--- src/rtl/muldiv_unit.sv ---
// Iterative RV32M multiply/divide unit: radix-2 shift-add multiply and restoring
// divide, one step per clock, with early completion for divide-by-zero and overflow.
module muldiv_unit #(
   parameter int unsigned XLEN = 32
) (
   input  logic            clk,
   input  logic            rst_n,
   input  logic            start,
   input  logic [2:0]      funct3,
   input  logic [XLEN-1:0] operand_a,
   input  logic [XLEN-1:0] operand_b,
   input  logic            flush,
   output logic            ready,
   output logic            busy,
   output logic            done,
   output logic [XLEN-1:0] result
);

   localparam int unsigned CW = $clog2(XLEN) + 1;
   localparam int unsigned AW = 2 * XLEN;

   typedef enum logic [1:0] {S_IDLE, S_CALC, S_DONE} state_t;

   state_t          state, state_nxt;
   logic [AW-1:0]   acc;
   logic [XLEN-1:0] mag;
   logic [CW-1:0]   cnt;
   logic            op_div, op_high, op_rem, neg_q, neg_r, special;
   logic [XLEN-1:0] spec_res;
   logic            load, finish;

   // Operand decode, evaluated only when a request is accepted
   logic            is_div, a_sgn, b_sgn, a_neg, b_neg, div_zero, div_ovf, is_spec;
   logic [XLEN-1:0] mag_a, mag_b, spec_val;

   assign is_div   = funct3[2];
   assign a_sgn    = (funct3 == 3'b001) || (funct3 == 3'b010) ||
                     (funct3 == 3'b100) || (funct3 == 3'b110);
   assign b_sgn    = (funct3 == 3'b001) || (funct3 == 3'b100) || (funct3 == 3'b110);
   assign a_neg    = a_sgn && operand_a[XLEN-1];
   assign b_neg    = b_sgn && operand_b[XLEN-1];
   assign mag_a    = a_neg ? (~operand_a + XLEN'(1)) : operand_a;
   assign mag_b    = b_neg ? (~operand_b + XLEN'(1)) : operand_b;
   assign div_zero = is_div && (operand_b == '0);
   assign div_ovf  = is_div && !funct3[0] && (operand_b == '1) &&
                     (operand_a == {1'b1, {(XLEN-1){1'b0}}});
   assign is_spec  = div_zero || div_ovf;

   always_comb begin
      spec_val = '0;
      if (div_zero)
         spec_val = funct3[1] ? operand_a : '1;
      else if (div_ovf)
         spec_val = funct3[1] ? '0 : operand_a;
   end

   // One iteration step for each operation class
   logic [XLEN-1:0] mul_add;
   logic [XLEN:0]   mul_sum, div_trial;
   logic [AW-1:0]   mul_nxt, div_nxt;
   logic [CW-1:0]   cnt_nxt;

   assign mul_add   = acc[0] ? mag : '0;
   assign mul_sum   = {1'b0, acc[AW-1:XLEN]} + {1'b0, mul_add};
   assign mul_nxt   = {mul_sum, acc[XLEN-1:1]};
   assign div_trial = {acc[AW-1:XLEN], acc[XLEN-1]} - {1'b0, mag};
   assign div_nxt   = div_trial[XLEN] ? {acc[AW-2:0], 1'b0}
                                      : {div_trial[XLEN-1:0], acc[XLEN-2:0], 1'b1};
   assign cnt_nxt   = cnt + CW'(1);

   // Sign fix-up of the final step's value
   logic [AW-1:0]   prod_s;
   logic [XLEN-1:0] quo_s, rem_s, res_fin;

   assign prod_s = neg_q ? (~mul_nxt + AW'(1)) : mul_nxt;
   assign quo_s  = neg_q ? (~div_nxt[XLEN-1:0] + XLEN'(1)) : div_nxt[XLEN-1:0];
   assign rem_s  = neg_r ? (~div_nxt[AW-1:XLEN] + XLEN'(1)) : div_nxt[AW-1:XLEN];

   always_comb begin
      res_fin = op_high ? prod_s[AW-1:XLEN] : prod_s[XLEN-1:0];
      if (special)
         res_fin = spec_res;
      else if (op_div)
         res_fin = op_rem ? rem_s : quo_s;
   end

   // Next-state logic; flush takes priority over both acceptance and completion
   always_comb begin
      state_nxt = state;
      load      = 1'b0;
      finish    = 1'b0;
      case (state)
         S_IDLE: begin
            if (start && !flush) begin
               state_nxt = S_CALC;
               load      = 1'b1;
            end
         end
         S_CALC: begin
            if (flush)
               state_nxt = S_IDLE;
            else if (cnt_nxt == CW'(XLEN)) begin
               state_nxt = S_DONE;
               finish    = 1'b1;
            end
         end
         S_DONE:  state_nxt = S_IDLE;
         default: state_nxt = S_IDLE;
      endcase
   end

   // Special cases reuse CALC for a single cycle by preloading the counter
   always_ff @(posedge clk or negedge rst_n) begin
      if (!rst_n) begin
         state    <= S_IDLE;
         ready    <= 1'b1;
         busy     <= 1'b0;
         done     <= 1'b0;
         result   <= '0;
         acc      <= '0;
         mag      <= '0;
         cnt      <= '0;
         op_div   <= 1'b0;
         op_high  <= 1'b0;
         op_rem   <= 1'b0;
         neg_q    <= 1'b0;
         neg_r    <= 1'b0;
         special  <= 1'b0;
         spec_res <= '0;
      end else begin
         state <= state_nxt;
         ready <= (state_nxt == S_IDLE);
         busy  <= (state_nxt != S_IDLE);
         done  <= (state_nxt == S_DONE);
         if (load) begin
            acc      <= {{XLEN{1'b0}}, (is_div ? mag_a : mag_b)};
            mag      <= is_div ? mag_b : mag_a;
            cnt      <= is_spec ? CW'(XLEN - 1) : '0;
            op_div   <= is_div;
            op_high  <= (funct3[1:0] != 2'b00);
            op_rem   <= funct3[1];
            neg_q    <= a_neg ^ b_neg;
            neg_r    <= a_neg;
            special  <= is_spec;
            spec_res <= spec_val;
         end else if (state == S_CALC) begin
            acc <= op_div ? div_nxt : mul_nxt;
            cnt <= cnt_nxt;
         end
         if (finish)
            result <= res_fin;
      end
   end

endmodule

--- config.mk ---
export PLATFORM = sky130hd
export DESIGN_NAME = muldiv_unit
export DESIGN_NICKNAME = d
export VERILOG_FILES = /design/src/rtl/muldiv_unit.sv
export SDC_FILE = /design/constraint.sdc
export NUM_CORES = 1
export LEC_CHECK = 0
export CAP_MARGIN = 10
export CORE_UTILIZATION = 41
export CTS_CLUSTER_DIAMETER = 200
export CTS_CLUSTER_SIZE = 16
export DETAILED_ROUTE_END_ITERATION = 10
export MAX_ROUTING_LAYER = met4
export SKIP_LAST_GASP = 1
export SYNTH_ARGS = -nofsm -noshare
export SYNTH_HDL_FRONTEND = slang
export SYNTH_SLANG_ARGS = --single-unit
--- constraint.sdc ---
create_clock -name clk -period 4.67 [get_ports clk]
set_clock_uncertainty 0.15 [all_clocks]
set_input_delay 0.934 -clock clk [delete_from_list [all_inputs] [get_ports clk]]
set_output_delay 0.934 -clock clk [all_outputs]
set_load 0.005 [all_outputs]
==> flow_summary_export.csv, run 1 <==
group,metric,value,unit
timing,setup_violations,0,
detailed_routing,avgRoutedWirePerCell,25.4,um
synth,syn_nets,2736,
clock_tree,cts_tree,"done",
synth,synth-edff-count,0,
worst_setup_path,worstPathMaxFanout,8,
clock_tree,cts_buffers,17,
clock_tree,clk_pin_slew,0.07,ns
synth,ys_types,87,
global_routing,grt_pass1_wl,130000,um
detailed_routing,drtIter0Drc,2536,
worst_setup_path,end_kind,"register",
timing,finalCritPeriodShare,0.986,
global_routing,grt_pass1_vias,20100,
placement,dp.final_hpwl,68800,um
synth,seq_area_frac_synth,0.236,
cells_and_area,drive_gt1_frac,0.155,
clock_tree,cts_root_buffer,"clkbuf_16",
worst_setup_path,crit_buf_inv,7,
die,die-area,46600,um^2
worst_setup_path,worstPathRequired,4.87,ns
placement,dp_slack,-0.506,ns
cells_and_area,nFillCells,4545,
synth,synthArstFlopShare,1.00,
detailed_routing,wl,87500,um
die,row_count,78,
timing,whs,0.332,ns
timing,setup-tns-final,0,ns
detailed_routing,vias,21500,
job,max_cap_viol_count,0,
worst_setup_path,cpMaxStageDelayCell,"or3_1",
synth,postSynthAreaPerCell,7.24,um^2
die,ios,106,
global_routing,grt_max_degree,108,
placement,port_buffers,105,
synth,syn_area,18800,um^2
worst_setup_path,crit_arrival,4.80,ns
timing,clock.fmax,217,MHz
synth,ys_ff_latch,177,
synth,syn_inst,2592,
power,fin_total_pwr,17.1,mW
die,core,45300,um^2
detailed_routing,detail_route.vias_per_cell,6.24,
timing,rsz0062_at_grt,"true",
worst_setup_path,path_common_cell,"buf_4",
power,powerDensity,740,nW/um^2
global_routing,overflow,0,
synth,ys_top_cells_by_area,"dfrtp_1 23%, o21ai_0 7.7%, a21oi_1 6.0%",
clock_tree,cts.path.max_buffers,2,
worst_setup_path,path_cells,"inv_1 -> ha_1 -> nand4_1 -> or3_1 -> buf_4 -> a21oi_4 -> nor3_4 -> buf_4 -> o21ai_1 -> o21ai_1 -> inv_1 -> ha_2 -> o21ai_0 -> buf_4 -> nand4bb_1 -> buf_4 -> nand2b_1 -> o31ai_4 -> buf_4 -> o31ai_1",
timing,finalMaxSlewViolations,0,
detailed_routing,drcViolationCount,0,
cells_and_area,final_util,0.510,
die,initial_core_util,0.414,
placement,gp_congestion,1.05,
cells_and_area,fin_area,23100,um^2
worst_setup_path,slowest_delay,0.50,ns
cells_and_area,syn2layout_area_growth,23.0,%
synth,synthFlopType,"dfrtp_1",
worst_setup_path,crit_family,"simple AND/OR/NAND/NOR gates",
synth,yosys-top-cells-count,"290 x o21ai_0, 283 x nor2_1, 272 x nand2_1",
run_status,status,"finished, final reports clean",
die,die_y,216,um
power,p_leak,9.67,nW
detailed_routing,drtPass1Iterations,6,
timing,hold_violations,0,
worst_setup_path,crit_path_start_kind,"register",
placement,placed_cells,3403,
die,die_w,216,um
timing,worst_slew_pin_slew,1.03,ns
cells_and_area,finalNetCount,2969,
worst_setup_path,crit_type,"reg -> reg",
synth,synth_top_area_frac,0.235,
synth,ys.warnings.count,0,
clock_tree,htree_levels,4,
placement,dpl_cell_area,22200,um^2
timing,fin_ws,0.0673,ns
min_path,hp-class,"reg -> reg",
global_routing,antenna_found_initial,2,
clock_tree,clock_latency,0.49,ns
synth,synth.most_common_cell,"o21ai_0",
power,vdd_drop_max,335,uV
clock_tree,ctsHoldBuffers,0,
timing,slew_headroom,0.307,
synth,yosysTopAreaCell,"dfrtp_1",
cells_and_area,final_cells,3439,
detailed_routing,drt.antenna.violating_nets,0,
clock_tree,cts.sinks,177,
global_routing,grtUsageTotal,0.383,
timing,fin_crit,4.60,ns
==> layer usage <==
metal	vias to the layer above	global-route usage	wire length, um
li1	9933	-	-
met1	10300	0.491	37100
met2	965	0.567	38400
met3	221	0.0761	7030
met4	0	0.201	5040
met5	-	-	0
==> placed cells by master, fill, tap and decap left out, types with 8 or more instances in the layout <==
| cell | count |
|---|---|
| a211oi_1 | 31 |
| o2111ai_1 | 9 |
| o211a_1 | 9 |
| xnor2_1 | 97 |
| nor2_1 | 281 |
| nand4_1 | 28 |
| a211o_1 | 9 |
| nand2_1 | 272 |
| a31oi_1 | 22 |
| or2_2 | 12 |
| a221oi_1 | 11 |
| inv_1 | 68 |
| clkdlybuf4s50_1 | 103 |
| o21bai_1 | 9 |
| nor2b_1 | 13 |
| a21oi_1 | 218 |
| o21a_1 | 15 |
| or4_1 | 18 |
| nor4_1 | 20 |
| nor3_1 | 58 |
| xor2_1 | 89 |
| and3_1 | 26 |
| o21ai_1 | 10 |
| and2_1 | 15 |
| ha_1 | 66 |
| o21ai_0 | 284 |
| or3_1 | 42 |
| o211ai_1 | 62 |
| dfrtp_1 | 172 |
| clkbuf_16 | 17 |
| mux2i_1 | 74 |
| a311oi_1 | 8 |
| mux2_2 | 12 |
| buf_4 | 302 |
| o31ai_1 | 39 |
| nand2b_1 | 15 |
| a21o_1 | 18 |
| nand3_1 | 83 |
==> area by class of cell <==
cell class                 count  area (um^2)  share of cell area
timing repair buffer         413         3440               0.149
clock inverter                14          168             0.00726
multi-input combinational   2142        13600               0.588
sequential                   177         4440               0.192
antenna                        1         2.50            0.000108
inverter                      74          282              0.0122
tap                          600          751              0.0325
clock buffer                  18          439              0.0190
==> kinds of logic after synthesis <==
group / after synthesis / share of synthesized area
multiplexers: 87 / 0.0479
adder cells (fa/ha/maj): 73 / 0.0495
XOR/XNOR: 186 / 0.0868
AO/OA/AOI/OAI: 860 / 0.286
AND/OR/NAND/NOR: 936 / 0.238
buffers and inverters: 273 / 0.0563
flip-flops: 177 / 0.236
==> sequential cells by signal, indices dropped and copies added (netlist names) <==
register  flops
op_div        1
op_rem        1
ready         1
special       1
state         2
mag          32
op_high       1
spec_res     32
acc          64
done          1
result       32
neg_q         1
cnt           6
busy          1
neg_r         1
==> final timing paths <==
path                                           from                        to  slack [ns]  depth (start not counted)
max in group asynchronous                     rst_n       acc[32]$_DFFE_PN0P_        2.95                          2
min                        spec_res[20]$_DFFE_PN0P_  spec_res[20]$_DFFE_PN0P_        0.33                          2
max reg2reg                     mag[29]$_DFFE_PN0P_    result[26]$_DFFE_PN0P_        0.07                         20
max                             mag[29]$_DFFE_PN0P_    result[26]$_DFFE_PN0P_        0.07                         20
min reg2reg                spec_res[20]$_DFFE_PN0P_  spec_res[20]$_DFFE_PN0P_        0.33                          2
min in group asynchronous                     rst_n  spec_res[30]$_DFFE_PN0P_        0.39                          1
==> what timing repair did <==
action	4_1_cts	5_1_grt
pin swaps	4	11
setup endpoints to repair	23	25
buffers inserted	2	1
gates resized for setup	13	46
gates cloned	0	0
==> power by group <==
group          leakage [nW]  internal (mW)  switching (mW)  total [mW]
Sequential             2.33           1.87           0.372        2.25
Combinational          7.05           5.16            8.13        13.3
Clock                 0.288          0.735           0.804        1.54
Total                  9.67           7.77            9.31        17.1
==> tightest hold or removal path, stage by stage, from the launching register on <==
cell     delay, ns
dfrtp_1       0.35
nand2_1       0.04
o21ai_0       0.06
Note: power is estimated with default switching activity, not from simulation.
==> inputs of run 2 (changes only) <==
ABC_CLOCK_PERIOD_IN_PS = 4670   (was unset)
MAX_ROUTING_LAYER = unset   (was met4)
==> run 2 against run 1 <==
Compared with the run above: the run now ends with negative setup slack left; via count rose by 0.18%; critical path depth rose by 1; sequential cell count did not move; total power rose by 1.1%; die area did not move; non-clock buffer count rose by 4; clock-buffer cell count did not move; sequential share of layout area fell by 0.051 points; sequential power rose by 3%; clock power rose by 3%; critical path type unchanged.
==> flow_summary_export.csv, run 2 (same netlist as run 1, synthesis figures left out) <==
group,metric,value,unit
clock_tree,ctsHoldBuffers,0,
detailed_routing,drtPass1Iterations,5,
timing,setup_violations,1,
die,ios,106,
timing,finalMaxSlewViolations,0,
cells_and_area,mostFrequentLayoutCells,"306 x buf_4, 281 x nor2_1, 280 x o21ai_0",
timing,clock.fmax,213,MHz
power,powerDensity,746,nW/um^2
detailed_routing,wl,87300,um
cells_and_area,drive_gt1_frac,0.160,
worst_setup_path,path_cells,"inv_2 -> ha_1 -> nand4_1 -> nor4_4 -> buf_4 -> o211ai_1 -> buf_4 -> a21oi_4 -> buf_4 -> o21a_2 -> buf_6 -> o21ai_0 -> o21ai_0 -> inv_1 -> ha_2 -> and2_1 -> a311oi_2 -> a211oi_1 -> a311oi_2 -> buf_4 -> o21ai_0",
worst_setup_path,end_kind,"register",
worst_setup_path,crit_family,"compound AO/OA/AOI/OAI gates",
timing,fin_ws,-0.0258,ns
run_status,failed_checks,"negative setup slack",
placement,gp_congestion,1.04,
global_routing,antenna_found_initial,1,
clock_tree,htree_levels,4,
worst_setup_path,reg2reg_slack,-0.03,ns
detailed_routing,vias,21500,
placement,port_buffers,105,
die,row_count,78,
cells_and_area,largest_register_ffs,64,
min_path,hp-class,"reg -> reg",
clock_tree,cts.sinks,177,
cells_and_area,antenna_cells,0,
cells_and_area,fin_area,23100,um^2
worst_setup_path,crit_buf_inv,7,
timing,fin_crit,4.70,ns
detailed_routing,drt.antenna.violating_nets,0,
detailed_routing,avgRoutedWirePerCell,25.4,um
worst_setup_path,crit_type,"reg -> reg",
power,p_leak,9.70,nW
timing,worst_slew_pin_slew,1.10,ns
die,die-area,46600,um^2
timing,finalCritPeriodShare,1.01,
global_routing,overflow,0,
power,fin_total_pwr,17.3,mW
placement,dp.final_hpwl,69200,um
clock_tree,clock_latency,0.48,ns
worst_setup_path,worstPathRequired,4.87,ns
cells_and_area,layout_commonest_cell,"buf_4",
worst_setup_path,path_common_cell,"buf_4",
cells_and_area,finalNetCount,2973,
timing,slew_headroom,0.265,
worst_setup_path,slowest_delay,0.47,ns
detailed_routing,detail_route.vias_per_cell,6.24,
power,vdd_drop_max,352,uV
clock_tree,cts_root_buffer,"clkbuf_16",
clock_tree,cts_buffers,17,
global_routing,grt_pass1_vias,20200,
worst_setup_path,crit_path_start_kind,"register",
run_status,status,"finished with violations",
global_routing,grt_pass1_wl,129000,um
clock_tree,clk_pin_slew,0.09,ns
clock_tree,cts.path.max_buffers,2,
placement,dpl_cell_area,22200,um^2
detailed_routing,drcViolationCount,0,
die,initial_core_util,0.414,
timing,hold_violations,0,
worst_setup_path,cpMaxStageDelayCell,"a311oi_2",
timing,rsz0062_at_grt,"true",
die,core,45300,um^2
cells_and_area,syn2layout_area_growth,23.3,%
worst_setup_path,worstPathMaxFanout,5,
global_routing,grtUsageTotal,0.369,
cells_and_area,largest-register,"acc",
clock_tree,cts_tree,"done",
detailed_routing,drtIter0Drc,2325,
worst_setup_path,crit_arrival,4.90,ns
job,max_cap_viol_count,0,
die,die_y,216,um
die,die_w,216,um
global_routing,grt_max_degree,103,
-- run 2: path summary, 6_finish.rpt --
path                                          start                       end  cells past startpoint
hold / removal             spec_res[28]$_DFFE_PN0P_  spec_res[28]$_DFFE_PN0P_                      2
setup / recovery                mag[22]$_DFFE_PN0P_     result[1]$_DFFE_PN0P_                     21
setup reg to reg                mag[22]$_DFFE_PN0P_     result[1]$_DFFE_PN0P_                     21
min in group asynchronous                     rst_n  spec_res[22]$_DFFE_PN0P_                      1
max in group asynchronous                     rst_n       acc[32]$_DFFE_PN0P_                      2
hold reg to reg            spec_res[28]$_DFFE_PN0P_  spec_res[28]$_DFFE_PN0P_                      2
-- run 2: routing by layer --
metal	vias up	wire (um)	GRT usage
li1	9934	-	-
met1	10400	37500	0.495
met2	1011	37700	0.558
met3	195	7100	0.0741
met4	0	4980	0.193
met5	-	0	0
-- run 2: through the flow --
step           utilization  std cells  setup TNS [ns]  hold WS [ns]  setup slack [ns]
2_1_floorplan            -       2592               0         0.292            0.0208
6_report             0.511       3442         -0.0258         0.328           -0.0258
5_1_grt              0.511       3442          -0.468         0.362           -0.0937
3_5_place_dp         0.490       3406           -2.01         0.313            -0.349
3_3_place_gp         0.490       3406           -2.26         0.306            -0.374
4_1_cts              0.505       3438               0         0.330            0.0116
-- run 2: area by class of cell --
class	instances	area [um^2]
clock buffers	18	429
clock inverters	14	189
fillers	4569	22100
inverters	74	278
multi-input cells	2142	13600
flip-flops and latches	177	4440
well taps	600	751
repair buffers	417	3450
-- run 2: timing repair --
action | in CTS | in global routing
pin swaps | 3 | 18
endpoints found under the setup margin | 20 | 26
gates resized for setup | 17 | 60
buffers inserted | 0 | 4
-- run 2: worst register-to-register path, delay by kind of cell (launching register included) --
family          cells  cell delay [ns]
simple gates        3             0.87
fa+ha+maj           2             0.58
buf+inv             7             1.03
compound gates      9             1.54
flops               1             0.39
-- run 2: power by group --
part	switching [mW]	internal, mW
combinational	8.15	5.23
clock	0.761	0.819
sequential	0.439	1.87
total	9.35	7.92
